`config.mk`:
```
export PLATFORM = sky130hd
export DESIGN_NAME = imem_loader_flat
export DESIGN_NICKNAME = d
export VERILOG_FILES = /design/src/rtl/imem_loader_if.sv /design/src/rtl/imem_loader.sv /design/src/flat_wrapper.sv
export SDC_FILE = /design/constraint.sdc
export NUM_CORES = 1
export LEC_CHECK = 0
export CAP_MARGIN = 15
export CORE_ASPECT_RATIO = 0.7
export CORE_MARGIN = 1
export CORE_UTILIZATION = 49
export CTS_CLUSTER_DIAMETER = 60
export DETAILED_ROUTE_END_ITERATION = 8
export PLACE_DENSITY = 0.85
export SYNTH_ARGS = -nofsm -noshare
export SYNTH_HDL_FRONTEND = slang
export SYNTH_SLANG_ARGS = --single-unit
```
`constraint.sdc`:
```
create_clock -name clk -period 1.9 [get_ports clk]
set_clock_uncertainty 0.15 [all_clocks]
set_input_delay 0.475 -clock clk [delete_from_list [all_inputs] [get_ports clk]]
set_output_delay 0.475 -clock clk [all_outputs]
set_load 0.01 [all_outputs]
```
`src/rtl/imem_loader_if.sv`:
```
// ----------------------------------------------------------------------------
// imem_loader_if
// Bundles the two buses of the instruction-memory loader:
//   - byte stream: byte_valid / byte_data from the source, byte_ready back.
//     A byte transfers on every rising edge where byte_valid & byte_ready are
//     both 1. byte_ready never depends on byte_valid.
//   - imem write port: we / waddr / wdata, driven by the loader.
// Modports:
//   master : stream source / memory side (drives byte_valid, byte_data)
//   slave  : the loader (drives byte_ready, we, waddr, wdata)
// Parameter ADDR_W must match the loader's ADDR_W.
// ----------------------------------------------------------------------------
interface imem_loader_if #(
    parameter int ADDR_W = 6
);
    logic              byte_valid;
    logic [7:0]        byte_data;
    logic              byte_ready;
    logic              we;
    logic [ADDR_W-1:0] waddr;
    logic [31:0]       wdata;

    modport master (
        output byte_valid, byte_data,
        input  byte_ready, we, waddr, wdata
    );

    modport slave (
        input  byte_valid, byte_data,
        output byte_ready, we, waddr, wdata
    );
endinterface

```
`src/rtl/imem_loader.sv`:
```
// ----------------------------------------------------------------------------
// imem_loader
// Writer side of the single-cycle core's instruction memory. Receives a
// length-prefixed byte stream (count hi, count lo, then 4*N data bytes),
// packs it into 32-bit words and writes one word per we pulse. The core is
// held in reset (cpu_hold=1) until a load finishes cleanly.
//
// Parameters:
//   ADDR_W     : imem word-address width, depth = 2**ADDR_W words
//   BIG_ENDIAN : 1 -> first byte of a word lands in wdata[31:24],
//                0 -> first byte lands in wdata[7:0]
// Optional feature macro IMEM_LOADER_CHECKSUM_EN:
//   one extra byte (XOR of all data bytes) follows the data and is checked
//   in state CHK; a mismatch goes to ERR.
//
// Ports:
//   clk       : rising-edge clock
//   reset     : asynchronous, active-low
//   start     : pulse, starts a load from IDLE or ERR
//   bus       : imem_loader_if.slave (byte stream in, imem write port out)
//   cpu_hold  : 1 = core held in reset
//   done      : 1-cycle pulse on a successful load
//   err       : sticky load error, cleared by start or reset
//   state_dbg : current FSM state (IDLE=0, LEN_HI=1, LEN_LO=2, DATA=3,
//               CHK=4, DONE=5, ERR=6)
// ----------------------------------------------------------------------------
module imem_loader #(
    parameter int ADDR_W     = 6,
    parameter bit BIG_ENDIAN = 1'b1
) (
    input  logic                clk,
    input  logic                reset,
    input  logic                start,
    imem_loader_if.slave        bus,
    output logic                cpu_hold,
    output logic                done,
    output logic                err,
    output logic [2:0]          state_dbg
);

    typedef enum logic [2:0] {
        S_IDLE   = 3'd0,
        S_LEN_HI = 3'd1,
        S_LEN_LO = 3'd2,
        S_DATA   = 3'd3,
        S_CHK    = 3'd4,
        S_DONE   = 3'd5,
        S_ERR    = 3'd6
    } state_t;

    localparam logic [31:0] DEPTH = 32'd1 << ADDR_W;

`ifdef IMEM_LOADER_CHECKSUM_EN
    localparam state_t S_FINISH = S_CHK;
`else
    localparam state_t S_FINISH = S_DONE;
`endif

    state_t            state;
    state_t            state_next;
    logic [7:0]        len_hi;
    logic [15:0]       n_words;
    // One bit wider than the address so a full-depth load never wraps.
    logic [ADDR_W:0]   word_idx;
    logic [1:0]        byte_idx;
    logic [31:0]       asm_word;
    logic [31:0]       asm_next;
    logic [15:0]       n_new;
    logic              xfer;
    logic              last_byte;
    logic              last_word;
    logic              too_big;
    logic              start_ok;
`ifdef IMEM_LOADER_CHECKSUM_EN
    logic [7:0]        csum;
`endif

    assign state_dbg      = state;
    // Ready is a pure function of state, never of byte_valid.
    assign bus.byte_ready = (state == S_LEN_HI) || (state == S_LEN_LO) ||
                            (state == S_DATA)   || (state == S_CHK);
    assign xfer      = bus.byte_valid & bus.byte_ready;
    assign n_new     = {len_hi, bus.byte_data};
    assign too_big   = {16'd0, n_new} > DEPTH;
    assign last_byte = (byte_idx == 2'd3);
    assign last_word = (32'(word_idx) + 32'd1) == {16'd0, n_words};
    assign start_ok  = start && ((state == S_IDLE) || (state == S_ERR));

    always_comb begin
        asm_next = {asm_word[23:0], bus.byte_data};
        if (!BIG_ENDIAN) begin
            asm_next = {bus.byte_data, asm_word[31:8]};
        end
    end

    always_ff @(posedge clk or negedge reset) begin
        if (!reset) begin
            state <= S_IDLE;
        end else begin
            state <= state_next;
        end
    end

    always_comb begin
        state_next = state;
        unique case (state)
            S_IDLE: begin
                if (start) state_next = S_LEN_HI;
            end
            S_LEN_HI: begin
                if (xfer) state_next = S_LEN_LO;
            end
            S_LEN_LO: begin
                if (xfer) begin
                    if (n_new == 16'd0) state_next = S_FINISH;
                    else if (too_big)   state_next = S_ERR;
                    else                state_next = S_DATA;
                end
            end
            S_DATA: begin
                if (xfer && last_byte && last_word) state_next = S_FINISH;
            end
            S_CHK: begin
`ifdef IMEM_LOADER_CHECKSUM_EN
                if (xfer) state_next = (bus.byte_data == csum) ? S_DONE : S_ERR;
`else
                state_next = S_DONE;
`endif
            end
            S_DONE: begin
                state_next = S_IDLE;
            end
            S_ERR: begin
                if (start) state_next = S_LEN_HI;
            end
            default: state_next = S_IDLE;
        endcase
    end

    always_ff @(posedge clk or negedge reset) begin
        if (!reset) begin
            len_hi    <= 8'd0;
            n_words   <= 16'd0;
            word_idx  <= '0;
            byte_idx  <= 2'd0;
            asm_word  <= 32'd0;
            bus.we    <= 1'b0;
            bus.waddr <= '0;
            bus.wdata <= 32'd0;
            cpu_hold  <= 1'b1;
            done      <= 1'b0;
            err       <= 1'b0;
`ifdef IMEM_LOADER_CHECKSUM_EN
            csum      <= 8'd0;
`endif
        end else begin
            bus.we <= 1'b0;
            if (start_ok) begin
                word_idx <= '0;
                byte_idx <= 2'd0;
`ifdef IMEM_LOADER_CHECKSUM_EN
                csum     <= 8'd0;
`endif
            end
            if ((state == S_LEN_HI) && xfer) begin
                len_hi <= bus.byte_data;
            end
            if ((state == S_LEN_LO) && xfer) begin
                n_words  <= n_new;
                word_idx <= '0;
                byte_idx <= 2'd0;
            end
            if ((state == S_DATA) && xfer) begin
                asm_word <= asm_next;
                byte_idx <= byte_idx + 2'd1;
`ifdef IMEM_LOADER_CHECKSUM_EN
                csum     <= csum ^ bus.byte_data;
`endif
                // Fourth byte completes the word: write it on the next cycle.
                if (last_byte) begin
                    bus.we    <= 1'b1;
                    bus.waddr <= word_idx[ADDR_W-1:0];
                    bus.wdata <= asm_next;
                    word_idx  <= word_idx + 1'b1;
                end
            end
            // done/err follow the state being entered so they line up with
            // the last word's we and with the ERR state itself.
            done <= (state_next == S_DONE);
            err  <= (state_next == S_ERR);
            if (state_next == S_DONE) begin
                cpu_hold <= 1'b0;
            end else if (start_ok) begin
                cpu_hold <= 1'b1;
            end
        end
    end

endmodule

```
`src/flat_wrapper.sv`:
```
// flat-port wrapper written by rule: the top's interface ports become plain ports
module imem_loader_flat 
#(
    parameter int ADDR_W     = 6,
    parameter bit BIG_ENDIAN = 1'b1
)
  (clk, reset, start, cpu_hold, done, err, state_dbg, bus_byte_valid, bus_byte_data, bus_byte_ready, bus_we, bus_waddr, bus_wdata);
  imem_loader_if #(.ADDR_W(ADDR_W)) bus_i ();
  input  logic clk;
  input  logic reset;
  input  logic start;
  output logic cpu_hold;
  output logic done;
  output logic err;
  output logic [2:0] state_dbg;
  input wire logic [$bits(bus_i.byte_valid)-1:0] bus_byte_valid;
  input wire logic [$bits(bus_i.byte_data)-1:0] bus_byte_data;
  output wire logic [$bits(bus_i.byte_ready)-1:0] bus_byte_ready;
  output wire logic [$bits(bus_i.we)-1:0] bus_we;
  output wire logic [$bits(bus_i.waddr)-1:0] bus_waddr;
  output wire logic [$bits(bus_i.wdata)-1:0] bus_wdata;
  assign bus_i.byte_valid = bus_byte_valid;
  assign bus_i.byte_data = bus_byte_data;
  assign bus_byte_ready = bus_i.byte_ready;
  assign bus_we = bus_i.we;
  assign bus_waddr = bus_i.waddr;
  assign bus_wdata = bus_i.wdata;
  imem_loader #(.ADDR_W(ADDR_W), .BIG_ENDIAN(BIG_ENDIAN)) u_core (.clk(clk), .reset(reset), .start(start), .bus(bus_i), .cpu_hold(cpu_hold), .done(done), .err(err), .state_dbg(state_dbg));
endmodule
```
# After elaboration in Yosys (flattened, before gate mapping)
# Cells that the tools add are included.
# word_totals
ff_bits	102
in_bits	12
# op_classes
n_addsub	3
magnitude_cmp	1
eq_ne	9
muxes	18
bitwise	1
reduce_logical	16
# ops
operator	count
$eq A32 B16 Y1	1
$mux W7	4
$mux W3	6
$gt A16 B7 Y1 const B	1
$logic_not A16 Y1	1
$pmux W3 S5	1
$eq A3 B3 Y1 const B	4
$add A7 B1 Y8 const B	1
$add A7 B1 Y7 const B	1
$eq A3 B2 Y1 const B	2
$logic_and A1 B1 Y1	6
$mux W2	3
$logic_or A1 B1 Y1	4
$mux W1	4
$eq A3 B1 Y1 const B	1
$logic_not A3 Y1	1
$reduce_bool A3 Y1	1
$add A2 B1 Y2 const B	1
$eq A2 B2 Y1 const B	1
$reduce_and A2 Y1	1
$reduce_bool A2 Y1	1
$reduce_or A2 Y1	1
$and A1 B1 Y1	1

# Logic depth before layout (Yosys ltp)
# Gate-level depths: netlist (run 1).
# depth
ltp_word	11
mapped_depth	9
mapped_depth_nobuf	7

# Least setup slack after synthesis (run 1)
# No wires, ideal clock.
# synth_timing
path_type	flip-flop to flip-flop
start	register u_core.word_idx[1]
end	register u_core.done
setup_ns	0.068
arrival_ns	1.790
required_time_ns	1.682
setup_slack_ns	-0.108
path_stages_with_launch	9
n_path_buf	1
period_less_slack_ns	2.008
cell_sequence	dfrtp_1 > ha_1 > buf_2 > xor2_1 > or3_1 > o21ai_1 > o2111ai_1 > o31ai_2 > and2_1
# synth_between
elab_chain_cells	6
# synth_lines
element	line	source
start, declared	imem_loader.sv:64	logic [ADDR_W:0] word_idx;
start signal, assigned	imem_loader.sv:184	word_idx <= word_idx + 1'b1;
$add A7 B1 Y8	imem_loader.sv:86	assign last_word = (32'(word_idx) + 32'd1) == {16'd0, n_words};
$eq A32 B16 Y1	imem_loader.sv:86	
$logic_and A1 B1 Y1	imem_loader.sv:121	if (xfer && last_byte && last_word) state_next = S_FINISH;
$mux W3	imem_loader.sv:121	
$pmux W3 S5	imem_loader.sv:106	unique case (state)
via u_core.state_next[2]	imem_loader.sv:60	state_t state_next;
$eq A3 B3 Y1	imem_loader.sv:189	done <= (state_next == S_DONE);
end signal, assigned	imem_loader.sv:189	
end, declared	imem_loader.sv:36	output logic done,
# The timed path passes the listed nets, and every way through them passes these cells.
# A chain may end at the register's enable or synchronous reset.

# Final worst setup path (run 1)
# Ends and elaborated chain as after synthesis.

==> results.py, run 1 <==
metrics = {
    "yosys": {
        "synth_cell_types": 50,
        "synth_seq_cells": 102,
        "synthArstFlopShare_pct": 100.0,
        "syn_area_sq_um": 4344,
        "synth_flop_cell": "dfrtp_1",
        "synth_cells": 448,
        "synth_edf_count": 0,
        "yosys_warnings": 0,
        "syn-num-nets": 462,
        "yosysSeqAreaShare_pct": 58.78,
        "syn-mean-instance-area_sq_um": 9.697,
    },
    "cts": {
        "clk_latency_ns": 0.34,
        "cts_tree": "done",
        "cts_sinks": 102,
        "htree_levels": 3,
        "cts-root-buf": "clkbuf_16",
        "cts_buffer_depth": 2,
        "clkTransAtPathRegs_ns": 0.07,
        "cts_buffers": 9,
    },
    "grt": {
        "grt_pass1_vias": 3571,
        "grt_overflow": 0,
        "grt_max_degree": 33,
        "grt_pass1_wl_um": 17870,
        "grt_usage_pct": 25.99,
        "antenna_found_initial": 0,
    },
    "placed_design": {
        "place_inst": 648,
        "place_congestion": 0.9024,
        "port_buffers": 57,
        "dpl_worst_slack_ns": -0.6116,
        "hpwl_um": 7554,
    },
    "final_layout": {
        "layout-drive-gt1-share_pct": 21.17,
        "n_antenna_cell": 0,
        "area_growth_pct": 34.25,
        "nNetsFinal": 558,
        "stdcell_count": 668,
    },
    "power": {
        "power.total_mw": 7.310,
        "leakagePower_nw": 3.126,
        "p_per_area_nw_per_um2": 1254,
        "vdd_drop_max_mv": 0.6726,
    },
    "routing": {
        "vias": 3623,
        "detail_route.first_pass.iterations": 7,
        "drt-initial-drc-count": 232,
        "wl_per_cell_um": 16.78,
        "vias_per_cell": 5.424,
        "wl_um": 11210,
        "drc": 0,
        "ant_nets": 0,
    },
    "timing": {
        "rsz0062_at_grt": "true",
        "period_share_pct": 115.0,
        "finalSetupTns_ns": -1.055,
        "layout_min_cycle_time_ns": 2.185,
        "worst_slew_pin_slew_ns": 0.4278,
        "relSlewSlack_pct": 71.48,
        "setup_ws_ns": -0.2845,
        "max_freq_mhz": 457.8,
        "maxSlewViolCount": 0,
        "setup_violations": 5,
        "hold_viol_final": 0,
    },
    "run": {
        "max_cap_viol_count": 0,
    },
    "floorplan": {
        "rows": 28,
        "die_area_sq_um": 9252,
        "initial_core_util_pct": 51.03,
        "core_sq_um": 8513,
        "ioPinCount": 58,
        "die_y_um": 80.78,
        "fp.dieW_um": 114.5,
    },
    "worst_setup_path": {
        "worst-path-max-fanout": 3,
        "required_ns": 2.03,
        "setup.worst_path.end_class": "register",
        "crit_arrival_ns": 2.32,
        "reg2regPathDepth": 7,
        "cp-start-kind": "register",
        "criticalPathCategory": "reg -> reg",
    },
    "status": {
        "status": "complete, but fails checks",
        "violations": "negative setup slack",
    },
    "worst_hold_path": {
        "holdPathStages": 2,
        "hp-class": "reg -> reg",
    },
}
==> layer usage <==
metal  routed length [um]  share of wire [%]  track usage [%]
met1                 4791                 43            34.01
met2                 5557                 50            42.24
met3                  589                5.3            5.597
met4                  274                2.4            11.69
met5                    0                  0                0
==> cells in the final DEF, fill, tap and decap left out, drive strengths merged, types with 2 or more instances in the layout <==
cell	n
clkbuf	11
ha	2
clkinvlp	2
buf	53
mux2	23
xor2	6
a21oi	5
a211oi	2
or3	2
nand3	9
dlymetal6s2s	16
nor2	11
nand2	203
dfrtp	101
a31oi	2
xnor2	7
o21ai	14
nor3	3
dlygate4sd2	10
inv	5
a21boi	2
and3	3
clkdlybuf4s50	29
o31ai	2
nor4	5
==> critical path, stage by stage, from the launching register on <==
cell,delay (ns)
dfrtp_1,0.42
ha_4,0.30
xnor2_2,0.11
nand3_1,0.12
nor4b_2,0.35
o2111ai_2,0.24
o31ai_4,0.27
and2_1,0.16
==> logic make-up (layout without fill, tap and decap cells) <==
group	Yosys count	count (layout)	share of synthesized area, %
flops	102	102	58.78
buf+inv	28	128	3.168
xor+xnor	13	13	2.794
simple gates	245	245	23.45
compound gates	34	34	5.041
fa+ha+maj	2	2	0.5759
mux	24	24	6.192
==> cells in the mapped netlist, types with 2 or more instances <==
library cell,n,area share [%]
nor2_1,11,0.95
nand3_1,9,1.0
dfrtp_1,101,58
ha_1,2,0.58
a211oi_1,2,0.35
buf_2,17,2.0
or3_1,2,0.29
a21oi_1,4,0.46
xnor2_1,7,1.4
mux2_2,23,6.0
inv_1,3,0.26
nand2_1,203,18
o21ai_0,13,1.5
and3_1,3,0.43
a31oi_1,2,0.29
clkbuf_1,2,0.17
buf_1,3,0.26
nor4_1,4,0.58
xor2_1,5,1.0
nor3_1,2,0.23
==> what timing repair did <==
item,in CTS,in global routing
hold buffers,1,0
buffers inserted,4,0
endpoints found under the setup margin,71,26
resized for setup,28,32
pin swaps,11,7
endpoints found under the hold margin,27,0
==> final cells by class <==
class	instances	area, sq um
timing repair buffer	109	1086
sequential	102	2556
tap	120	150.1
clock buffer	11	232.7
clock inverter	4	32.53
inverter	4	17.52
multi-input combinational	318	1757
fill	608	2681
==> power by group <==
part,switching [mW],internal [mW],total (mW)
Clock,0.790,0.889,1.68
Combinational,1.12,1.17,2.29
Sequential,0.537,2.80,3.34
Total,2.45,4.86,7.31
==> metrics by stage <==
step	utilization, %	cell area, sq um	hold slack (ns)
final	68.50	5832	0.3214
after global routing	68.50	5832	0.3486
after CTS	67.48	5744	0.3275
after detailed placement	63.27	5386	0.2907
after global placement	63.27	5386	0.2904
after floorplan	-	4369	0.02941
==> final timing paths <==
check,endpoint,from,slack (ns)
max,u_core.done,u_core.word_idx[1],-0.28
min,u_core.bus.wdata[19],u_core.bus.wdata[19],0.32
max reg2reg,u_core.done,u_core.word_idx[1],-0.28
min reg2reg,u_core.bus.wdata[19],u_core.bus.wdata[19],0.32
max in group asynchronous,u_core.cpu_hold,reset,0.57
min in group asynchronous,u_core.bus.wdata[29],reset,0.46
==> flip-flops by register name (all words and copies together), names as in the netlist <==
| signal | count |
|---|---|
| u_core.bus.wdata | 32 |
| u_core.asm_word | 24 |
| u_core.n_words | 16 |
| u_core.len_hi | 8 |
| u_core.word_idx | 7 |
| u_core.bus.waddr | 6 |
| u_core.state_dbg | 3 |
| u_core.byte_idx | 2 |
| u_core.bus.we | 1 |
| u_core.cpu_hold | 1 |
| u_core.done | 1 |
| u_core.err | 1 |
Power figures use the tool's default switching activity.
==> inputs of run 2 (changes only) <==
Settings changed: SLEW_MARGIN set to 30.
==> results of run 2 <==
The final DEF is identical to that of run 1; final timing and power are the same.
